--- src/rtl/press_decoder.sv ---
// Classifies a burst of debounced button presses as a single, double or triple press.
// Optional triple-press detection is enabled by defining PRESS_DECODER_TRIPLE_EN.
module press_decoder #(
  parameter int unsigned WINDOW_CYCLES = 4000000,
  parameter int unsigned CNT_W         = 22
) (
  input  logic clk,
  input  logic rst_n,
  input  logic press,
  output logic single_press,
  output logic double_press,
`ifdef PRESS_DECODER_TRIPLE_EN
  output logic triple_press,
`endif
  output logic busy
);

  typedef enum logic [1:0] {
    IDLE  = 2'd0,
    WAIT1 = 2'd1
`ifdef PRESS_DECODER_TRIPLE_EN
    ,
    WAIT2 = 2'd2
`endif
  } state_e;

  localparam logic [CNT_W-1:0] CNT_LAST = CNT_W'(WINDOW_CYCLES - 1);

  state_e             state_q, state_d;
  logic [CNT_W-1:0]   cnt_q, cnt_d;
  logic               single_q, single_d;
  logic               double_q, double_d;
  logic               busy_q, busy_d;
  logic               timeout;
`ifdef PRESS_DECODER_TRIPLE_EN
  logic               triple_q, triple_d;
`endif

  assign timeout = (cnt_q == CNT_LAST);

  always_comb begin
    state_d  = state_q;
    cnt_d    = cnt_q;
    single_d = 1'b0;
    double_d = 1'b0;
`ifdef PRESS_DECODER_TRIPLE_EN
    triple_d = 1'b0;
`endif
    // A press always takes priority over a window expiring in the same cycle.
    case (state_q)
      IDLE: begin
        if (press) begin
          state_d = WAIT1;
          cnt_d   = '0;
        end
      end
      WAIT1: begin
        if (press) begin
`ifdef PRESS_DECODER_TRIPLE_EN
          state_d = WAIT2;
          cnt_d   = '0;
`else
          double_d = 1'b1;
          state_d  = IDLE;
          cnt_d    = '0;
`endif
        end else if (timeout) begin
          single_d = 1'b1;
          state_d  = IDLE;
          cnt_d    = '0;
        end else begin
          cnt_d = cnt_q + CNT_W'(1);
        end
      end
`ifdef PRESS_DECODER_TRIPLE_EN
      WAIT2: begin
        if (press) begin
          triple_d = 1'b1;
          state_d  = IDLE;
          cnt_d    = '0;
        end else if (timeout) begin
          double_d = 1'b1;
          state_d  = IDLE;
          cnt_d    = '0;
        end else begin
          cnt_d = cnt_q + CNT_W'(1);
        end
      end
`endif
      default: begin
        state_d = IDLE;
        cnt_d   = '0;
      end
    endcase
    busy_d = (state_d != IDLE);
  end

  always_ff @(posedge clk or negedge rst_n) begin
    if (!rst_n) begin
      state_q  <= IDLE;
      cnt_q    <= '0;
      single_q <= 1'b0;
      double_q <= 1'b0;
      busy_q   <= 1'b0;
`ifdef PRESS_DECODER_TRIPLE_EN
      triple_q <= 1'b0;
`endif
    end else begin
      state_q  <= state_d;
      cnt_q    <= cnt_d;
      single_q <= single_d;
      double_q <= double_d;
      busy_q   <= busy_d;
`ifdef PRESS_DECODER_TRIPLE_EN
      triple_q <= triple_d;
`endif
    end
  end

  assign single_press = single_q;
  assign double_press = double_q;
  assign busy         = busy_q;
`ifdef PRESS_DECODER_TRIPLE_EN
  assign triple_press = triple_q;
`endif

endmodule

--- config.mk ---
export PLATFORM = sky130hd
export DESIGN_NAME = press_decoder
export DESIGN_NICKNAME = d
export VERILOG_FILES = /design/src/rtl/press_decoder.sv
export SDC_FILE = /design/constraint.sdc
export NUM_CORES = 1
export LEC_CHECK = 0
export CAP_MARGIN = 20
export CORE_UTILIZATION = 40
export DETAILED_ROUTE_END_ITERATION = 6
export GPL_ROUTABILITY_DRIVEN = 0
export RECOVER_POWER = 100
export SYNTH_ARGS = -nofsm -noshare
export SYNTH_HDL_FRONTEND = slang
export SYNTH_SLANG_ARGS = --single-unit
--- constraint.sdc ---
create_clock -name clk -period 2 [get_ports clk]
set_input_delay 0.4 -clock clk [delete_from_list [all_inputs] [get_ports clk]]
set_output_delay 0.4 -clock clk [all_outputs]
set_load 0.02 [all_outputs]
Yosys cells after proc, flatten, opt, wreduce, memory -nomap -nowiden
Cells that the tools add are included.
Storage, ports and cells
  flip-flop bits (word level): 27
  input bits: 3
  output and inout port bits: 3
  word-level logic and storage cells: 24
Cells by class
  add/subtract/negate cells: 1
  equality and inequality tests: 3
  multiplexer cells: 13
  reduce and logical (&&, ||, !) cells: 2
Operator list (number)
  $mux W22: 3
  $pmux W22 S2: 1
  $add A22 B1 Y22 const B: 1
  $eq A22 B22 Y1 const B: 1
  $mux W2: 3
  $mux W1: 5
  $pmux W2 S2: 1
  $eq A2 B1 Y1 const B: 1
  $logic_not A2 Y1: 1
  $ne A2 B2 Y1 const B: 1
  $reduce_bool A2 Y1: 1

Logic depth before layout (Yosys ltp)
Gate-level depths: netlist of the first run.
  depth after elaboration: 5
  depth in mapped cells: 8
  mapped depth without buffers: 6

Least setup slack after synthesis of the first run
No wires, ideal clock.
  path type: reg2reg
  from: register cnt_q[0]
  to: register cnt_q[14]
  library setup time: 0.078 ns
  arrival time: 1.806 ns
  data required time: 1.922 ns
  setup slack: 0.116 ns
  stages on the path, launching flop included: 8
  buffers on the path: 1
  period minus slack after synthesis: 1.884 ns
  cell sequence: dfrtp_1 -> ha_1 -> and4_1 -> buf_4 -> nand3_1 -> o41ai_2 -> or4_1 -> a21oi_1
Between the ends
  longest elaborated chain between the ends: 4
  elaborated cells between the ends (all ways): 5
  classes of those cells: add/sub (1); eq/ne (1); mux (3)
RTL lines
  start: declaration: RTL line 30  | logic [CNT_W-1:0] cnt_q, cnt_d;
  start signal: assignment: RTL line 110  | cnt_q <= cnt_d;
  $add A22 B1 Y22 or $eq A22 B22 Y1 (tied branches): RTL line 72, 39
  $mux W22 (*): RTL line 67  | end else if (timeout) begin
  $mux W22 (*): RTL line 58  | if (press) begin
  $pmux W22 S2 (*): RTL line 50  | case (state_q)
Every way passes the cells marked *; elsewhere a longest branch is shown, timed or not.
A chain may end at the register's enable or synchronous reset.

Worst setup path after layout of the first run
  from: register cnt_q[0]
  to: register cnt_q[21]
Same word-level chain as after synthesis.

==> results of run 1 <==
==> flip-flops by register name (all words and copies together) (netlist names) <==
| name | flops |
|---|---|
| busy | 1 |
| cnt_q | 22 |
| state_q | 2 |
| double_press | 1 |
| single_press | 1 |
==> worst max-delay path by stage <==
| stage | start | end | slack, ps | depth (start not counted) |
|---|---|---|---|---|
| 5_1_grt | cnt_q[0] | cnt_q[5] | -20 | 7 |
| 6_report | cnt_q[0] | cnt_q[21] | 60 | 7 |
| 2_1_floorplan | cnt_q[0] | cnt_q[14] | 120 | 7 |
| 3_5_place_dp | cnt_q[1] | cnt_q[10] | 50 | 7 |
| 3_3_place_gp | cnt_q[1] | cnt_q[10] | 80 | 7 |
| 4_1_cts | cnt_q[1] | cnt_q[10] | 30 | 7 |
==> worst max-delay path: cells and delay by family, from the launching register on <==
family                   cells  cell delay, ps
buffers and inverters        1             180
AO/OA/AOI/OAI                2             160
adder cells (fa/ha/maj)      1             230
AND/OR/NAND/NOR              3             890
flip-flops                   1             410
==> power breakdown <==
group	switching [mW]	total (mW)	leakage [nW]	internal, mW
Sequential	0.0113	0.564	0.372	0.553
Combinational	0.0540	0.0831	0.362	0.0290
Clock	0.174	0.313	0.0255	0.140
==> synthesized netlist by cell type (all sizes together), types with 2 or more instances <==
library cell	number
a21oi	10
a311oi	3
a31oi	3
and3	3
and4	3
buf	6
clkbuf	5
dfrtp	27
inv	2
mux2i	3
nand2	19
nand3	19
nand3b	2
nand4	7
nor2	9
nor3	8
nor3b	2
nor4	2
nor4b	3
o21ai	8
or2	3
or3	3
or4	3
xnor2	3
xor2	4
==> cells by family (layout without fill, tap and decap cells) <==
kind of cell,count (synthesis),in the layout
AO/OA/AOI/OAI,30,30
XOR/XNOR,7,7
adder cells (fa/ha/maj),1,1
buffers and inverters,13,39
flip-flops,27,27
multiplexers,4,4
other,1,1
AND/OR/NAND/NOR,89,89
==> area by class of cell <==
cell class | instances | area (um2) | share of cell area (%)
clock buffer | 3 | 41.3 | 2.19
clock inverter | 1 | 5.00 | 0.266
inverter | 2 | 7.51 | 0.398
multi-input combinational | 132 | 851 | 45.2
sequential | 27 | 676 | 35.9
tap | 48 | 60.1 | 3.19
timing repair buffer | 33 | 244 | 12.9
==> repair_timing <==
action,4_1_cts,5_1_grt
gates resized for setup,0,4
endpoints found under the setup margin,0,11
buffers inserted,0,4
==> metrics by stage <==
step                      hold WS (ps)  setup slack, ps
final                              506             58.9
after global routing               523            -17.0
after CTS                          504             29.7
after detailed placement           488             54.0
after global placement             481             76.5
after floorplan                    104              116
==> metal layers <==
| metal | track usage, % | wire [um] | vias to the layer above |
|---|---|---|---|
| met4 | 5.83 | 63 | 0 |
| met2 | 33.3 | 1880 | 53 |
| met3 | 2.82 | 233 | 8 |
| li1 | - | - | 693 |
| met1 | 30.4 | 1770 | 686 |
| met5 | 0 | 0 | - |
==> impl_metrics.py, run 1 <==
metrics = {
    "finish": {
        "fin_nets": 203,
        "areaGrowthSynthToFinish_pct": 20.0,
        "fill_cells": 341,
        "final_cell_mix": "dfrtp_1 (27), buf_4 (23), nand2_1 (19)",
        "stdcell_count": 246,
        "fin_util_pct": 50.7,
        "n_antenna_cell": 0,
        "fin_area_mm2": 0.00188,
        "drive_above_1_share_pct": 22.2,
        "final_common_cell": "dfrtp_1",
    },
    "clocking": {
        "cts_hold_buf": 0,
        "cts_tree": "yes",
        "cts_root_buf": "clkbuf_8",
        "clk_pin_slew_ps": 100,
        "cts_buffers": 3,
        "worstSkewPairLatency_ps": 270,
        "cts_buffer_depth": 2,
        "ctsHtreeMaxLevel": 1,
        "clock-sinks": 27,
    },
    "synth": {
        "synth_xor_area_share_pct": 3.90,
        "seq_area_frac_synth_pct": 43.0,
        "synth_nets": 176,
        "ys_ff_latch": 27,
        "synth_mux_area_share_pct": 2.63,
        "synth_edf_count": 0,
        "avgSynthCellArea_um2": 9.13,
        "synth.area.top_cells": "dfrtp_1 (43%), nand3_1 (5.4%), nand2_1 (4.5%)",
        "syn_inst": 172,
        "synth_area_mm2": 0.00157,
        "synth_top_family_by_area": "simple AND/OR/NAND/NOR gates",
        "ys_types": 43,
        "synth_top_area_share_pct": 43.0,
        "synthSimpleGateAreaFrac_pct": 33.4,
        "yosys.area_share.adder_pct": 0.797,
        "synth_ff_type": "dfrtp_1",
        "synth_compound_area_share_pct": 12.2,
        "async_flop_share_pct": 100,
        "yosys.area.top_type": "dfrtp_1",
        "yosys_warnings": 0,
    },
    "grt": {
        "grt_use_total_pct": 21.2,
        "antenna_found_initial": 0,
        "grt.overflow.total": 0,
        "grt_pass1_vias": 1385,
        "grt_pass1_wl_um": 6850,
        "grt_max_degree": 28,
    },
    "setup_path": {
        "end_kind": "register",
        "path_cells": "ha_1 > and4_2 > nand3_2 > o41ai_2 > buf_4 > or4_1 > o21ai_1",
        "critPathLaunchType": "register",
        "worst_ep_arrival_time_ps": 2140,
        "rr_worst_depth": 7,
        "r2r-start": "cnt_q[0]",
        "r2r_end": "cnt_q[21]",
        "critical_path_class": "register to register",
        "reg2reg_slack_ps": 60,
        "crit_fanout": 5,
        "cp.required_ps": 2200,
        "critPathMaxStageDelay_ps": 500,
        "slowest_stage": "or4_1",
    },
    "power": {
        "powerDensity_mw_per_mm2": 510,
        "p_leak_nw": 0.759,
        "vdd_drop_max_v": 0.000360,
        "total_power_mw": 0.960,
    },
    "detailed_routing": {
        "vias": 1440,
        "drt-initial-drc-count": 69,
        "final_antenna_net_count": 0,
        "via_per_inst": 5.85,
        "wl_per_cell_um": 16.0,
        "drc": 0,
        "drt-total-wl_um": 3940,
        "firstDrtPassIters": 4,
    },
    "floorplanning": {
        "start_util_pct": 42.3,
        "core.rowCount": 22,
        "io_pins": 6,
        "die_area_mm2": 0.00418,
        "core_region_area_mm2": 0.00372,
        "die_x_um": 64.7,
        "die_y_um": 64.7,
    },
    "timing": {
        "skew_ps": 7.01,
        "slew_viol_final": 0,
        "worstMarginPinSlew_ps": 679,
        "fin_crit_sh_pct": 97.1,
        "setup_viol": 0,
        "timing.setup.tns_ps": 0,
        "fin_crit_ps": 1940,
        "max_slew_margin_pct": 54.7,
        "finalHoldViolCount": 0,
        "fmax_mhz": 515,
    },
    "run_status": {
        "outcome": "complete, no violations",
    },
    "min_path": {
        "min_to": "cnt_q[20]",
        "worstHoldPathCells": 1,
        "min_path_type": "register to register",
        "min_from": "cnt_q[20]",
    },
    "run": {
        "drv_cap": 0,
    },
    "placed_design": {
        "dp.cells": 238,
        "post-dp-hpwl_um": 2740,
        "port_buffers": 5,
        "place_area_mm2": 0.00181,
    },
}
Power figures use the tool's default switching activity.
==> run 2: changes to the inputs <==
- GPL_TIMING_DRIVEN: default -> 0
==> impl_metrics.py, run 2 (synthesis results as in run 1) <==
metrics = {
    "run_status": {
        "outcome": "complete, no violations",
    },
    "detailed_routing": {
        "drt-initial-drc-count": 70,
        "via_per_inst": 5.91,
        "drc": 0,
        "vias": 1406,
        "final_antenna_net_count": 0,
        "firstDrtPassIters": 4,
        "wl_per_cell_um": 16.5,
        "drt-total-wl_um": 3930,
    },
    "timing": {
        "finalHoldViolCount": 0,
        "worstMarginPinSlew_ps": 781,
        "setup_viol": 0,
        "fmax_mhz": 514,
        "fin_crit_ps": 1950,
        "fin_crit_sh_pct": 97.4,
        "fin_ws_ps": 52.9,
        "slew_viol_final": 0,
        "max_slew_margin_pct": 47.8,
        "rsz0062_at_grt": "yes",
        "timing.setup.tns_ps": 0,
        "skew_ps": 12.6,
    },
    "floorplanning": {
        "die_x_um": 64.7,
        "die_y_um": 64.7,
        "core.rowCount": 22,
        "start_util_pct": 42.3,
        "io_pins": 6,
        "core_region_area_mm2": 0.00372,
        "die_area_mm2": 0.00418,
    },
    "grt": {
        "use_met2_pct": 33.4,
        "grt_max_degree": 17,
        "grt-busiest-layer": "met2",
        "antenna_found_initial": 0,
        "grt.overflow.total": 0,
        "grt_pass1_vias": 1410,
        "grt_pass1_wl_um": 6540,
        "met3_usage_pct": 4.75,
        "met1_usage_pct": 26.6,
        "grt_use_total_pct": 20.5,
    },
    "placed_design": {
        "place_ws_ps": -294,
        "post-dp-hpwl_um": 2640,
        "port_buffers": 5,
    },
    "setup_path": {
        "slowest_stage": "dfrtp_1",
        "crit_fanout": 6,
        "worst_ep_arrival_time_ps": 2130,
        "critical_path_class": "register to register",
        "crit_buf_inv": 2,
        "cp_top_family": "simple AND/OR/NAND/NOR gates",
        "end_kind": "register",
        "critPathLaunchType": "register",
        "cpMostUsedCell": "buf_4",
        "path_cells": "nor4b_4 > nand3_4 > o41ai_4 > buf_4 > buf_4 > mux2_2 > nor2_1",
        "cp.required_ps": 2180,
        "critPathMaxStageDelay_ps": 480,
    },
    "finish": {
        "registers.top_by_ff_count": "cnt_q",
        "areaGrowthSynthToFinish_pct": 19.5,
        "fin_nets": 195,
        "largest_reg_flops": 22,
        "drive_above_1_share_pct": 19.5,
        "final_cell_mix": "dfrtp_1 (26), nand2_1 (19), nand3_1 (16)",
        "final_common_cell": "dfrtp_1",
        "n_antenna_cell": 0,
        "fin_util_pct": 50.5,
        "reg_top3": "cnt_q (22), state_q (2)",
    },
    "run": {
        "drv_cap": 0,
    },
    "power": {
        "vdd_drop_max_v": 0.000448,
        "switchingPower_mw": 0.253,
        "intPower_mw": 0.726,
        "powerDensity_mw_per_mm2": 521,
        "clkPwrFrac_pct": 33.2,
        "share_comb_of_total_power_pct": 9.7,
        "p_leak_nw": 0.709,
        "seqPwrFrac_pct": 57.1,
        "switching_share_pct": 25.8,
    },
    "clocking": {
        "ctsHtreeMaxLevel": 1,
        "cts_root_buf": "clkbuf_8",
        "cts_buffers": 3,
        "cts_buffer_depth": 2,
        "cts_tree": "yes",
        "clk_pin_slew_ps": 100,
        "clock-sinks": 27,
        "worstSkewPairLatency_ps": 280,
    },
    "min_path": {
        "min_path_type": "register to register",
    },
}
run 2: power by group through the flow:
stage | clock network, mW | registers (mW) | logic [mW]
2_1_floorplan | 0 | 0.571 | 0.0433
3_3_place_gp | 0 | 0.569 | 0.0844
6_report | 0.325 | 0.559 | 0.0948
3_5_place_dp | 0 | 0.570 | 0.0891
5_1_grt | 0.361 | 0.560 | 0.104
4_1_cts | 0.329 | 0.558 | 0.0939
run 2: path summary, 6_finish.rpt:
check                           startpoint    endpoint  slack, ps  cells after the start
worst max-delay path             cnt_q[17]        busy         50                      7
worst min-delay path            state_q[1]  state_q[0]        500                      1
worst max register to register   cnt_q[17]        busy         50                      7
worst min register to register  state_q[1]  state_q[0]        500                      1
max in group asynchronous            rst_n    cnt_q[4]        340                      2
min in group asynchronous            rst_n   cnt_q[15]        560                      1
run 2: metrics by stage:
step	area (um2)	hold slack [ps]	power, mW	instances
after detailed placement	1700	499	0.659	226
final	1880	500	0.978	238
after global placement	1680	483	0.654	225
after floorplan	1570	104	0.615	172
after global routing	1880	539	1.03	238
after CTS	1780	514	0.981	232
run 2: per-layer routing:
metal	share of wire (%)	wire length, um
met1	46	1800
met2	48	1880
met3	4.1	160
met4	2.0	80
met5	0	0
run 2: area by class of cell:
cell class	count	area (um2)
multi-input combinational	132	910
clock buffer	3	41.3
buffer	9	45.0
inverter	2	7.51
timing repair buffer	16	129
clock inverter	1	7.51
sequential	27	677
fill	347	1840
tap	48	60.1
run 2: what timing repair did:
action / CTS / global route
hold buffers: 0 / 0
endpoints found under the setup margin: 12 / 13
pin swaps: 1 / 8
buffers inserted: 2 / 8
gates resized for setup: 5 / 11
